<file path="config.mk">
export PLATFORM = sky130hd
export DESIGN_NAME = ps2_arrow_keys
export DESIGN_NICKNAME = d
export VERILOG_FILES = /design/src/rtl/ps2_arrow_keys.sv
export SDC_FILE = /design/constraint.sdc
export NUM_CORES = 1
export LEC_CHECK = 0
export CAP_MARGIN = 20
export CORE_MARGIN = 2
export CORE_UTILIZATION = 40
export CTS_BUF_LIST = sky130_fd_sc_hd__clkbuf_4
export CTS_CLUSTER_SIZE = 28
export DETAILED_ROUTE_END_ITERATION = 12
export GPL_TIMING_DRIVEN = 1
export PLACE_DENSITY = 0.55
export REMOVE_ABC_BUFFERS = 1
export SYNTH_ARGS = -nofsm -noshare
export SYNTH_HDL_FRONTEND = slang
export SYNTH_SLANG_ARGS = --single-unit
</file>
<file path="constraint.sdc">
create_clock -name clk -period 1.9 [get_ports clk]
set_input_delay 0.38 -clock clk [delete_from_list [all_inputs] [get_ports clk]]
set_output_delay 0.38 -clock clk [all_outputs]
set_load 0.05 [all_outputs]
</file>
<file path="src/rtl/ps2_arrow_keys.sv">
// rtl/ps2_arrow_keys.sv - PS/2 frame receiver and arrow/WASD held-direction decoder
module ps2_arrow_keys #(
  parameter int CLK_HZ         = 100_000_000,
  parameter int FILTER_CYCLES  = 8,
  parameter int TIMEOUT_CYCLES = 100_000
) (
  input  logic       clk,
  input  logic       rst,
  input  logic       PS2_CLK,
  input  logic       PS2_DATA,
  output logic [3:0] btns,
  output logic [7:0] scan_code,
  output logic       key_valid,
  output logic       frame_err
);

  localparam int FILT_W = $clog2(FILTER_CYCLES + 1);
  localparam int WD_W   = $clog2(TIMEOUT_CYCLES + 1);
  localparam logic [FILT_W-1:0] FILT_LAST = FILT_W'(FILTER_CYCLES - 1);
  localparam logic [WD_W-1:0]   WD_LAST   = WD_W'(TIMEOUT_CYCLES - 1);
  localparam logic [WD_W-1:0]   WD_SAT    = WD_W'(TIMEOUT_CYCLES);

  // CLK_HZ only documents the clock the timeout was sized for
  if (CLK_HZ <= 0 || FILTER_CYCLES < 1 || TIMEOUT_CYCLES < 2) begin : g_param_check
    $error("ps2_arrow_keys: invalid parameters");
  end

  typedef enum logic [1:0] {IDLE, DATA, PARITY, STOP} frame_state_t;

  logic [1:0]        clk_sync, data_sync;
  logic              clk_s, data_s;
  logic              filt_level;
  logic [FILT_W-1:0] filt_cnt;
  logic              fe;

  frame_state_t      state, state_n;
  logic [2:0]        bit_cnt;
  logic [7:0]        shift;
  logic              par_bit;
  logic [WD_W-1:0]   wd_cnt;
  logic              timeout, accept, ferr;

  logic              ext, brk;
  logic [3:0]        arrow_held, wasd_held;

  assign clk_s = clk_sync[1];
  assign data_s = data_sync[1];

  // Two-flop synchronizers; idle-high reset so release never looks like an edge
  always_ff @(posedge clk or posedge rst) begin
    if (rst) begin
      clk_sync  <= 2'b11;
      data_sync <= 2'b11;
    end else begin
      clk_sync  <= {clk_sync[0], PS2_CLK};
      data_sync <= {data_sync[0], PS2_DATA};
    end
  end

  // Clock filter: level follows only after FILTER_CYCLES consecutive differing samples
  always_ff @(posedge clk or posedge rst) begin
    if (rst) begin
      filt_level <= 1'b1;
      filt_cnt   <= '0;
      fe         <= 1'b0;
    end else begin
      fe <= 1'b0;
      if (clk_s == filt_level) begin
        filt_cnt <= '0;
      end else if (filt_cnt == FILT_LAST) begin
        filt_level <= clk_s;
        filt_cnt   <= '0;
        fe         <= ~clk_s;
      end else begin
        filt_cnt <= filt_cnt + 1'b1;
      end
    end
  end

  assign timeout = (state != IDLE) && !fe && (wd_cnt == WD_LAST);

  // Frame next-state, accept and error decode
  always_comb begin
    state_n = state;
    accept  = 1'b0;
    ferr    = 1'b0;
    unique case (state)
      IDLE: if (fe && !data_s) state_n = DATA;
      DATA: begin
        if (timeout) begin
          state_n = IDLE;
          ferr    = 1'b1;
        end else if (fe && bit_cnt == 3'd7) begin
          state_n = PARITY;
        end
      end
      PARITY: begin
        if (timeout) begin
          state_n = IDLE;
          ferr    = 1'b1;
        end else if (fe) begin
          state_n = STOP;
        end
      end
      STOP: begin
        if (timeout) begin
          state_n = IDLE;
          ferr    = 1'b1;
        end else if (fe) begin
          state_n = IDLE;
          if (data_s && (^{shift, par_bit})) accept = 1'b1;
          else                               ferr   = 1'b1;
        end
      end
      default: state_n = IDLE;
    endcase
  end

  // Frame state, shift register, parity latch and watchdog
  always_ff @(posedge clk or posedge rst) begin
    if (rst) begin
      state   <= IDLE;
      bit_cnt <= '0;
      shift   <= '0;
      par_bit <= 1'b0;
      wd_cnt  <= '0;
    end else begin
      state <= state_n;
      if (state_n == IDLE || fe) wd_cnt <= '0;
      else if (wd_cnt != WD_SAT) wd_cnt <= wd_cnt + 1'b1;
      case (state)
        IDLE:   if (fe) bit_cnt <= '0;
        DATA: begin
          if (fe) begin
            shift   <= {data_s, shift[7:1]};
            bit_cnt <= bit_cnt + 1'b1;
          end
        end
        PARITY: if (fe) par_bit <= data_s;
        default: ;
      endcase
    end
  end

  // Registered output pulses and last accepted byte
  always_ff @(posedge clk or posedge rst) begin
    if (rst) begin
      key_valid <= 1'b0;
      frame_err <= 1'b0;
      scan_code <= '0;
    end else begin
      key_valid <= accept;
      frame_err <= ferr;
      if (accept) scan_code <= shift;
    end
  end

  // Code FSM: prefix flags and held bits for both key sources
  always_ff @(posedge clk or posedge rst) begin
    if (rst) begin
      ext        <= 1'b0;
      brk        <= 1'b0;
      arrow_held <= '0;
      wasd_held  <= '0;
    end else if (accept) begin
      if (shift == 8'hE0) begin
        ext <= 1'b1;
      end else if (shift == 8'hF0) begin
        brk <= 1'b1;
      end else if (shift == 8'hAA) begin
        ext        <= 1'b0;
        brk        <= 1'b0;
        arrow_held <= '0;
        wasd_held  <= '0;
      end else begin
        ext <= 1'b0;
        brk <= 1'b0;
        if (ext) begin
          case (shift)
            8'h75:   arrow_held[3] <= ~brk;
            8'h72:   arrow_held[2] <= ~brk;
            8'h74:   arrow_held[1] <= ~brk;
            8'h6B:   arrow_held[0] <= ~brk;
            default: ;
          endcase
        end else begin
          case (shift)
            8'h1D:   wasd_held[3] <= ~brk;
            8'h1B:   wasd_held[2] <= ~brk;
            8'h23:   wasd_held[1] <= ~brk;
            8'h1C:   wasd_held[0] <= ~brk;
            default: ;
          endcase
        end
      end
    end
  end

  assign btns = arrow_held | wasd_held;

endmodule
</file>
# [After elaboration in Yosys (flattened, before gate mapping)]
# Index checks and enable logic that the tools add are counted.
# W data, S select, Z words.
[totals] reg_bits=61 output_inout_bits=14 input_bits=4 wordCells=134
[classes] n_reduce_logical=38 n_addsub=3 eq_ne=23 n_mux=41 n_bitwise=6
[ops] cell="$reduce_and A5 Y1" count=8
[ops] cell="$mux W17" count=2
[ops] cell="$eq A8 B7 Y1 const B" count=4
[ops] cell="$eq A8 B5 Y1 const B" count=3
[ops] cell="$eq A8 B8 Y1 const B" count=3
[ops] cell="$mux W4" count=6
[ops] cell="$reduce_bool A2 Y1" count=12
[ops] cell="$mux W1" count=21
[ops] cell="$add A17 B1 Y17 const B" count=1
[ops] cell="$eq A17 B17 Y1 const B" count=1
[ops] cell="$ne A17 B17 Y1 const B" count=1
[ops] cell="$mux W2" count=7
[ops] cell="$reduce_and A2 Y1" count=5
[ops] cell="$reduce_xor A9 Y1" count=1
[ops] cell="$eq A8 B6 Y1 const B" count=1
[ops] cell="$pmux W2 S4" count=1
[ops] cell="$mux W3" count=2
[ops] cell="$ne A2 B2 Y1 const B" count=3
[ops] cell="$pmux W3 S2" count=1
[ops] cell="$logic_and A1 B1 Y1" count=5
[ops] cell="$not A1 Y1" count=5
[ops] cell="$add A4 B1 Y4 const B" count=1
[ops] cell="$eq A2 B2 Y1 const B" count=2
[ops] cell="$eq A4 B3 Y1 const B" count=1
[ops] cell="12 further kinds" count=14

# [Depth between registers and ports, before layout]
# Gate-level depths: netlist of the first run.
[depth] depth_word=8 depth_mapped=8

# [Worst setup path after synthesis of the first run]
# Ideal clock, no wire load.
[synth_timing] path_kind="reg-to-reg" startpoint="register state[0]" endpoint="register wd_cnt[0]" period_less_slack_ns=2.045 n_path_buf=1 t_arrival_ns=1.909 path_slack_ns=-0.145 setup_time_ns=0.136 t_required_ns=1.764 stages_incl_launch_ff=9 cell_sequence="dfrtp_1 inv_1 ha_1 nor2_1 nor4b_4 a211oi_1 o32ai_4 buf_4 nor3_1"
[synth_between] elab_chain_len=8 word_cells_on_any_way=19
[synth_rtl] element="start: declaration" line="36" text="frame_state_t state, state_n;"
[synth_rtl] element="start signal: assignment" line="128" text="state <= state_n;"
[synth_rtl] element="$reduce_bool A2 Y1" line="80" text="assign timeout = (state != IDLE) && !fe && (wd_cnt == WD_LAST);"
[synth_rtl] element="$logic_and A1 B1 Y1 (2 in series)" line="80"
[synth_rtl] element="$mux W2, on equally long branches" line="106, 90, 98"
[synth_rtl] element="$pmux W2 S4 *" line="87" text="unique case (state)"
[synth_rtl] element="$logic_not A2 Y1 *" line="129" text="if (state_n == IDLE || fe) wd_cnt <= '0;"
[synth_rtl] element="$logic_or A1 B1 Y1 *" line="129"
[synth_rtl] element="$mux W17 or $reduce_bool A2 Y1 (tied branches)"
[synth_rtl] element="end signal: assignment" line="130" text="else if (wd_cnt != WD_SAT) wd_cnt <= wd_cnt + 1'b1;"
[synth_rtl] element="end: declaration" line="40" text="logic [WD_W-1:0] wd_cnt;"
# Every way passes the cells marked *; elsewhere a longest branch is shown, timed or not.
# A chain may end at the register's enable or synchronous reset.

# [Worst setup path in the final report of the first run]
[layout_timing] startpoint="register state[0]" endpoint="register wd_cnt[8]"
# Same word-level chain as after synthesis.

==> results of run 1 <==
[cell usage after synthesis (all sizes together), types with 2 or more instances]
master	number
xor2	6
a21oi	8
and3	2
dfstp	5
or3b	2
nand4b	2
nand3b	3
dfrtp	56
xnor2	15
inv	12
a22o	5
nand3	8
nand2b	2
mux2i	2
clkbuf	6
buf	6
mux2	18
nor4b	5
nand2	16
o21ai	9
o21bai	4
a211oi	6
xnor3	2
a32o	2
nor2	19
or2	5
a21o	2
nand4	6
ha	9
nor2b	3
nor3	27
[worst reg2reg max path: stages (launching register included)]
cell and delay (ns):
sky130_fd_sc_hd__dfrtp_1 0.44, sky130_fd_sc_hd__inv_2 0.11, sky130_fd_sc_hd__ha_4 0.15, sky130_fd_sc_hd__nor2_2 0.03, sky130_fd_sc_hd__nor4b_4 0.14, sky130_fd_sc_hd__buf_4 0.14, sky130_fd_sc_hd__a2111oi_4 0.36, sky130_fd_sc_hd__o32ai_4 0.19
sky130_fd_sc_hd__clkbuf_16 0.20, sky130_fd_sc_hd__nor3_1 0.16
[layout make-up]
| class | count | area (um^2) |
|---|---|---|
| inverters | 12 | 45.04 |
| flip-flops and latches | 61 | 1535 |
| repair buffers | 72 | 614.3 |
| well taps | 102 | 127.6 |
| multi-input cells | 202 | 1728 |
| clock buffers | 9 | 67.56 |
| fillers | 693 | 3575 |
| clock inverters | 7 | 75.07 |
[power by group through the flow]
stage	clock network, W	registers, W	logic (W)
after CTS	0.000965	0.00138	0.000124
after detailed placement	0	0.00140	0.000121
after global routing	0.00102	0.00138	0.000144
final	0.000942	0.00137	0.000121
after global placement	0	0.00140	0.000121
after floorplan	0	0.00139	0.0000869
[how the worst max path moves through the flow]
stage,from,to,slack [ns],depth (start not counted)
after floorplan,fe$_DFF_PP0_,wd_cnt[0]$_DFFE_PP0P_,-0.21,5
after global placement,shift[7]$_DFFE_PP0P_,wasd_held[3]$_DFFE_PP0P_,-0.13,5
after detailed placement,bit_cnt[0]$_DFFE_PP0P_,wd_cnt[11]$_DFFE_PP0P_,-0.18,8
after CTS,state[0]$_DFF_PP0_,wd_cnt[11]$_DFFE_PP0P_,-0.06,9
after global routing,state[0]$_DFF_PP0_,wd_cnt[12]$_DFFE_PP0P_,-0.14,9
final,state[0]$_DFF_PP0_,wd_cnt[8]$_DFFE_PP0P_,-0.09,9
[timing repair]
action | CTS | global route
gates cloned | 1 | 1
buffers inserted | 4 | 3
setup endpoints to repair | 41 | 35
resized for setup | 23 | 32
pin swaps | 5 | 5
[cell families after synthesis]
logic type	count (synthesis)	share of synthesized area
xor+xnor	24	0.07920
compound gates	42	0.1011
mux	20	0.07999
flops	61	0.4780
simple gates	106	0.1885
fa+ha+maj	9	0.03512
buf+inv	24	0.03823
[flip-flops by register name, indices dropped and copies added (netlist names)]
signal	count
data_sync	2
arrow_held	4
bit_cnt	3
shift	8
filt_level	1
wd_cnt	17
brk	1
filt_cnt	4
scan_code	8
key_valid	1
par_bit	1
state	2
frame_err	1
ext	1
fe	1
clk_sync	2
wasd_held	4
[stage by stage]
stage,cell area (um^2),utilization,setup WS (ns)
2_1_floorplan,3129,-,-0.2079
3_3_place_gp,3795,0.4886,-0.1272
3_5_place_dp,3795,0.4886,-0.1807
4_1_cts,4026,0.5184,-0.06210
5_1_grt,4193,0.5398,-0.1395
6_report,4193,0.5398,-0.09117
[layer usage]
layer / vias to the layer above / share of wire
met2: 33 / 0.45
met5: - / 0
met3: 8 / 0.028
met4: 0 / 0.018
li1: 1177 / -
met1: 1172 / 0.50
==> results_dict.tcl, run 1 <==
set metrics [dict create \
    dr.pass1.iters 4 \
    setup_repair_after_global_routing_missed_its_margin "yes" \
    globalRouteMet1Util 0.2314 \
    synth_cell_types 53 \
    finClkSkew_ns 0.01285 \
    finalSetupViolCount 23 \
    share_seq_of_total_power 0.564 \
    synth_seq_cells 61 \
    number_of_global_route_vias_before_repair 2327 \
    drt_drc_violations_left 0 \
    buffer_ports.inserted 17 \
    final_min_period_over_clock_period 1.048 \
    routed_wire_length_per_instance_um 14.45 \
    detailed_place_hpwl_um 4336 \
    synth_top_area_frac 0.4370 \
    internal_power_w 0.001810 \
    mostFrequentLayoutCell "sky130_fd_sc_hd__dfrtp_1" \
    die_height_um 93.54 \
    rr_endpoint "wd_cnt[8]$_DFFE_PP0P_" \
    layout.nets 371 \
    mappedNetlistArea_um2 3207 \
    path_class "register to register" \
    fp.dieW_um 93.54 \
    final_antenna_net_count 0 \
    powerDensity_nw_per_um2 581.3 \
    slowest_delay_ns 0.44 \
    clk_pin_slew_ns 0.12 \
    cts_num_sinks 61 \
    post_route_worst_setup_slack_ns -0.09117 \
    yosys_warnings 0 \
    total_switching_power_w 0.0006270 \
    power_frac_comb 0.050 \
    max-slew-margin-rel 0.6741 \
    design.portCount 18 \
    kind_of_cell_adding_the_most_delay_to_the_critical_path "compound AO/OA/AOI/OAI gates" \
    via_count 2390 \
    timing.critical_path.cells "inv_2 > ha_4 > nor2_2 > nor4b_4 > buf_4 > a2111oi_4 > o32ai_4 > clkbuf_16 > nor3_1" \
    setup.worst_path.start_class "register" \
    fmax_mhz 502.2 \
    worst_path_max_delay_cell "sky130_fd_sc_hd__dfrtp_1" \
    num_rows 32 \
    grt_start_max_net_pins 62 \
    global_route_wire_length_before_repair_um 10960 \
    total_power_w 0.002437 \
    drive_gt1_frac 0.4132 \
    core_region_area_um2 7767 \
    pwr-share-clk 0.387 \
    arrival_ns 2.34 \
    start_util 0.4129 \
    timing_hold_violations_final 0 \
    clk_path_buf_depth 2 \
    violations "negative setup slack" \
    grt_overall_usage 0.1622 \
    clock_tree.htree_level_count 3 \
    antenna_found_initial 0 \
    synth.area.top_cells "sky130_fd_sc_hd__dfrtp_1, sky130_fd_sc_hd__dfstp_2, sky130_fd_sc_hd__xnor2_1" \
    post_synth.cell_area_avg_um2 11.21 \
    clk_latency_ns 0.42 \
    area_growth_pct 30.75 \
    die_footprint_um2 8750 \
    rr_startpoint "state[0]$_DFF_PP0_" \
    via_per_instance_ratio 5.140 \
    synth-edff-count 0 \
    worst_hold_slack_ns 0.3367 \
    worst-path-max-fanout 8 \
    postSynth.asyncResetShare 1.000 \
    initialDrtViolationCount 120 \
    yosys.area.top_type "sky130_fd_sc_hd__dfrtp_1" \
    tightest_slew_ns 0.4908 \
    cts-root-buf "sky130_fd_sc_hd__clkbuf_4" \
    worst-r2r-setup-slack_ns -0.09 \
    cts-hold-fix-buffers 0 \
    worst-path-buf-inv 3 \
    grt-ovfl-total 0 \
    cp.required_ns 2.24 \
    cellLeakagePower_nw 1.909 \
    instances_no_fill 465 \
    ir_worst_vdd_uv 296.2 \
    sw_share 0.2573 \
    tritoncts_clock_tree "built" \
    most-common-layout-cells "sky130_fd_sc_hd__dfrtp_1, sky130_fd_sc_hd__buf_4, sky130_fd_sc_hd__nor2_1, sky130_fd_sc_hd__nand2_1" \
    hold_path_class "input pin to asynchronous set/reset pin" \
    yosysSeqAreaShare 0.4780 \
    status "finished, violations left" \
    final-max-slew-violation-count 0 \
    gp_congestion 0.7669 \
    use_met2 0.2374 \
    fraction_of_met3_tracks_used_by_global_routing 0.03384 \
    synthCells 286 \
    drv.max_cap_violation_count 0 \
    place_inst 440 \
    totalNegativeSetupSlack_ns -1.342 \
    dominantRegCellSynth "sky130_fd_sc_hd__dfrtp_1" \
    tritoncts.num_buffers 9 \
    worstSetupEndpointType "register" \
    global_route.peak_usage_layer "met2" \
    drt-total-wl_um 6718 \
    antenna_cells 0 \
    period_minus_slack_ns 1.991 \
    r2r.worst_path.cells 9 \
]
Power figures use the tool's default switching activity.
==> run 2: changes to the inputs <==
--- a/config.mk
+++ b/config.mk
@@ -6,6 +6,7 @@
 export NUM_CORES = 1
 export LEC_CHECK = 0
 export CAP_MARGIN = 20
+export CORE_ASPECT_RATIO = 1.1
 export CORE_MARGIN = 2
 export CORE_UTILIZATION = 40
 export CTS_BUF_LIST = sky130_fd_sc_hd__clkbuf_4
@@ -14,6 +15,7 @@
 export GPL_TIMING_DRIVEN = 1
 export PLACE_DENSITY = 0.55
 export REMOVE_ABC_BUFFERS = 1
+export SLEW_MARGIN = 5
 export SYNTH_ARGS = -nofsm -noshare
 export SYNTH_HDL_FRONTEND = slang
 export SYNTH_SLANG_ARGS = --single-unit
==> run 2 against run 1 <==
Net effect: the run still ends with negative setup slack left; non-clock buffer count is 4 higher; final area increased by 1.0%; largest power group unchanged; die area about the same; highest routed layer unchanged.
==> results_dict.tcl, run 2 (synthesized netlist as in run 1, its figures left out) <==
set metrics [dict create \
    max-slew-margin-rel 0.6769 \
    setup_repair_after_global_routing_missed_its_margin "yes" \
    largest_registers "wd_cnt x17, scan_code x8, shift x8" \
    clk_pin_slew_ns 0.11 \
    clock_tree.htree_level_count 3 \
    finalInstanceArea_um2 4235 \
    fmax_mhz 504.8 \
    drt-total-wl_um 6458 \
    status "finished, violations left" \
    final-max-slew-violation-count 0 \
    mostFrequentLayoutCell "sky130_fd_sc_hd__buf_4" \
    final_min_period_over_clock_period 1.043 \
    antenna_cells 0 \
    gp_congestion 0.7869 \
    worst_hold_slack_ns 0.2619 \
    tightest_slew_ns 0.4866 \
    violations "negative setup slack" \
    num_rows 34 \
    design.portCount 18 \
    die_footprint_um2 8750 \
    timing_hold_violations_final 0 \
    period_minus_slack_ns 1.981 \
    most-common-layout-cells "sky130_fd_sc_hd__buf_4, sky130_fd_sc_hd__dfrtp_1, sky130_fd_sc_hd__nor2_1, sky130_fd_sc_hd__nand2_1, sky130_fd_sc_hd__nor3_1" \
    ir_worst_vdd_uv 278.0 \
    cp.required_ns 2.23 \
    placed_area_um2 3852 \
    dr.pass1.iters 4 \
    cts-root-buf "sky130_fd_sc_hd__clkbuf_4" \
    via_count 2358 \
    clk_latency_ns 0.41 \
    initialDrtViolationCount 60 \
    cts-hold-fix-buffers 0 \
    finalSetupViolCount 23 \
    cts_num_sinks 61 \
    grt-ovfl-total 0 \
    clk_path_buf_depth 2 \
    pre_cts_ws_ns -0.1805 \
    final_antenna_net_count 0 \
    grt_start_max_net_pins 23 \
    tritoncts.num_buffers 9 \
    rr_startpoint "state[0]$_DFF_PP0_" \
    total_power_w 0.002544 \
    fp.dieW_um 89.37 \
    post_route_worst_setup_slack_ns -0.08112 \
    drive_gt1_frac 0.3978 \
    tritoncts_clock_tree "built" \
    detailed_place_hpwl_um 4570 \
    layout.nets 375 \
    global_route_wire_length_before_repair_um 11230 \
    number_of_global_route_vias_before_repair 2419 \
    worst-path-max-fanout 8 \
    worst-r2r-setup-slack_ns -0.08 \
    arrival_ns 2.31 \
    regMostFlops "wd_cnt" \
    die_height_um 97.91 \
    path_class "register to register" \
    powerDensity_nw_per_um2 600.6 \
    cellLeakagePower_nw 1.934 \
    core_region_area_um2 7828 \
    rr_endpoint "wd_cnt[7]$_DFFE_PP0P_" \
    drt_drc_violations_left 0 \
    grt_overall_usage 0.1644 \
    setup.worst_path.start_class "register" \
    drv.max_cap_violation_count 0 \
    r2r.worst_path.cells 9 \
    nFillCells 719 \
    worstSetupEndpointType "register" \
    via_per_instance_ratio 4.964 \
    area_growth_pct 32.07 \
    routed_wire_length_per_instance_um 13.60 \
    largest_reg_flops 17 \
    antenna_found_initial 0 \
    buffer_ports.inserted 17 \
    hold_path_class "input pin to asynchronous set/reset pin" \
    start_util 0.4097 \
    finClkSkew_ns 0.01470 \
]
[run 2: cell count changes in the layout (fill, tap and decap cells not counted), moves of 3 or more]
cell                       delta
sky130_fd_sc_hd__a211oi_2     -3
sky130_fd_sc_hd__buf_4        +7
sky130_fd_sc_hd__buf_6        -3
sky130_fd_sc_hd__ha_1         +3
sky130_fd_sc_hd__ha_2         -3
sky130_fd_sc_hd__o21ai_0      +3
[run 2: repair_timing]
item,in CTS,in global routing
buffers inserted,2,3
endpoints found under the setup margin,41,34
cloned,1,1
pin swaps,4,6
gates resized for setup,21,21
[run 2: how the worst max path moves through the flow]
stage,start,end,slack (ns),cells past startpoint
floorplan,fe$_DFF_PP0_,wd_cnt[0]$_DFFE_PP0P_,-0.21,5
global placement,shift[7]$_DFFE_PP0P_,arrow_held[3]$_DFFE_PP0P_,-0.20,6
detailed placement,state[0]$_DFF_PP0_,wd_cnt[11]$_DFFE_PP0P_,-0.18,7
CTS,state[1]$_DFF_PP0_,wd_cnt[4]$_DFFE_PP0P_,-0.04,9
global route,state[1]$_DFF_PP0_,wd_cnt[7]$_DFFE_PP0P_,-0.20,9
finish,state[0]$_DFF_PP0_,wd_cnt[7]$_DFFE_PP0P_,-0.08,9
[run 2: worst max-delay path, cell delays in order (launching register included)]
cell	delay (ns)
sky130_fd_sc_hd__dfrtp_1	0.42
sky130_fd_sc_hd__inv_2	0.10
sky130_fd_sc_hd__ha_4	0.14
sky130_fd_sc_hd__nor2_2	0.03
sky130_fd_sc_hd__nor4b_4	0.13
sky130_fd_sc_hd__buf_4	0.15
sky130_fd_sc_hd__a2111oi_4	0.40
sky130_fd_sc_hd__o32ai_4	0.18
sky130_fd_sc_hd__clkbuf_16	0.20
sky130_fd_sc_hd__nor3_1	0.15
[run 2: per-stage QoR]
step	utilization	setup TNS, ns	cells
finish	0.5411	-1.033	475
global route	0.5411	-4.832	475
CTS	0.5229	-0.6048	471
detailed placement	0.4922	-3.933	453
global placement	0.4922	-3.648	453
floorplan	-	-3.608	274
[run 2: layer usage]
metal	wire, um	vias to the layer above	GRT usage	share of wire
met3	139	10	0.02790	0.022
met1	2936	1139	0.2092	0.45
met4	118	0	0.07118	0.018
met5	0	-	0	0
li1	-	1182	-	-
met2	3263	27	0.2712	0.51
[run 2: final cells by class]
| class | instances | area [um^2] | share of cell area |
|---|---|---|---|
| inverter | 12 | 45.04 | 0.01064 |
| clock buffer | 10 | 75.07 | 0.01773 |
| sequential | 61 | 1533 | 0.3619 |
| clock inverter | 6 | 87.58 | 0.02068 |
| tap | 108 | 135.1 | 0.03191 |
| multi-input combinational | 202 | 1715 | 0.4050 |
| timing repair buffer | 76 | 644.4 | 0.1521 |
[run 2: where the power goes]
part / switching, W / total, W / internal [W]
clock network: 0.000493 / 0.00104 / 0.000549
logic: 0.0000653 / 0.000127 / 0.0000617
registers: 0.0000288 / 0.00137 / 0.00135
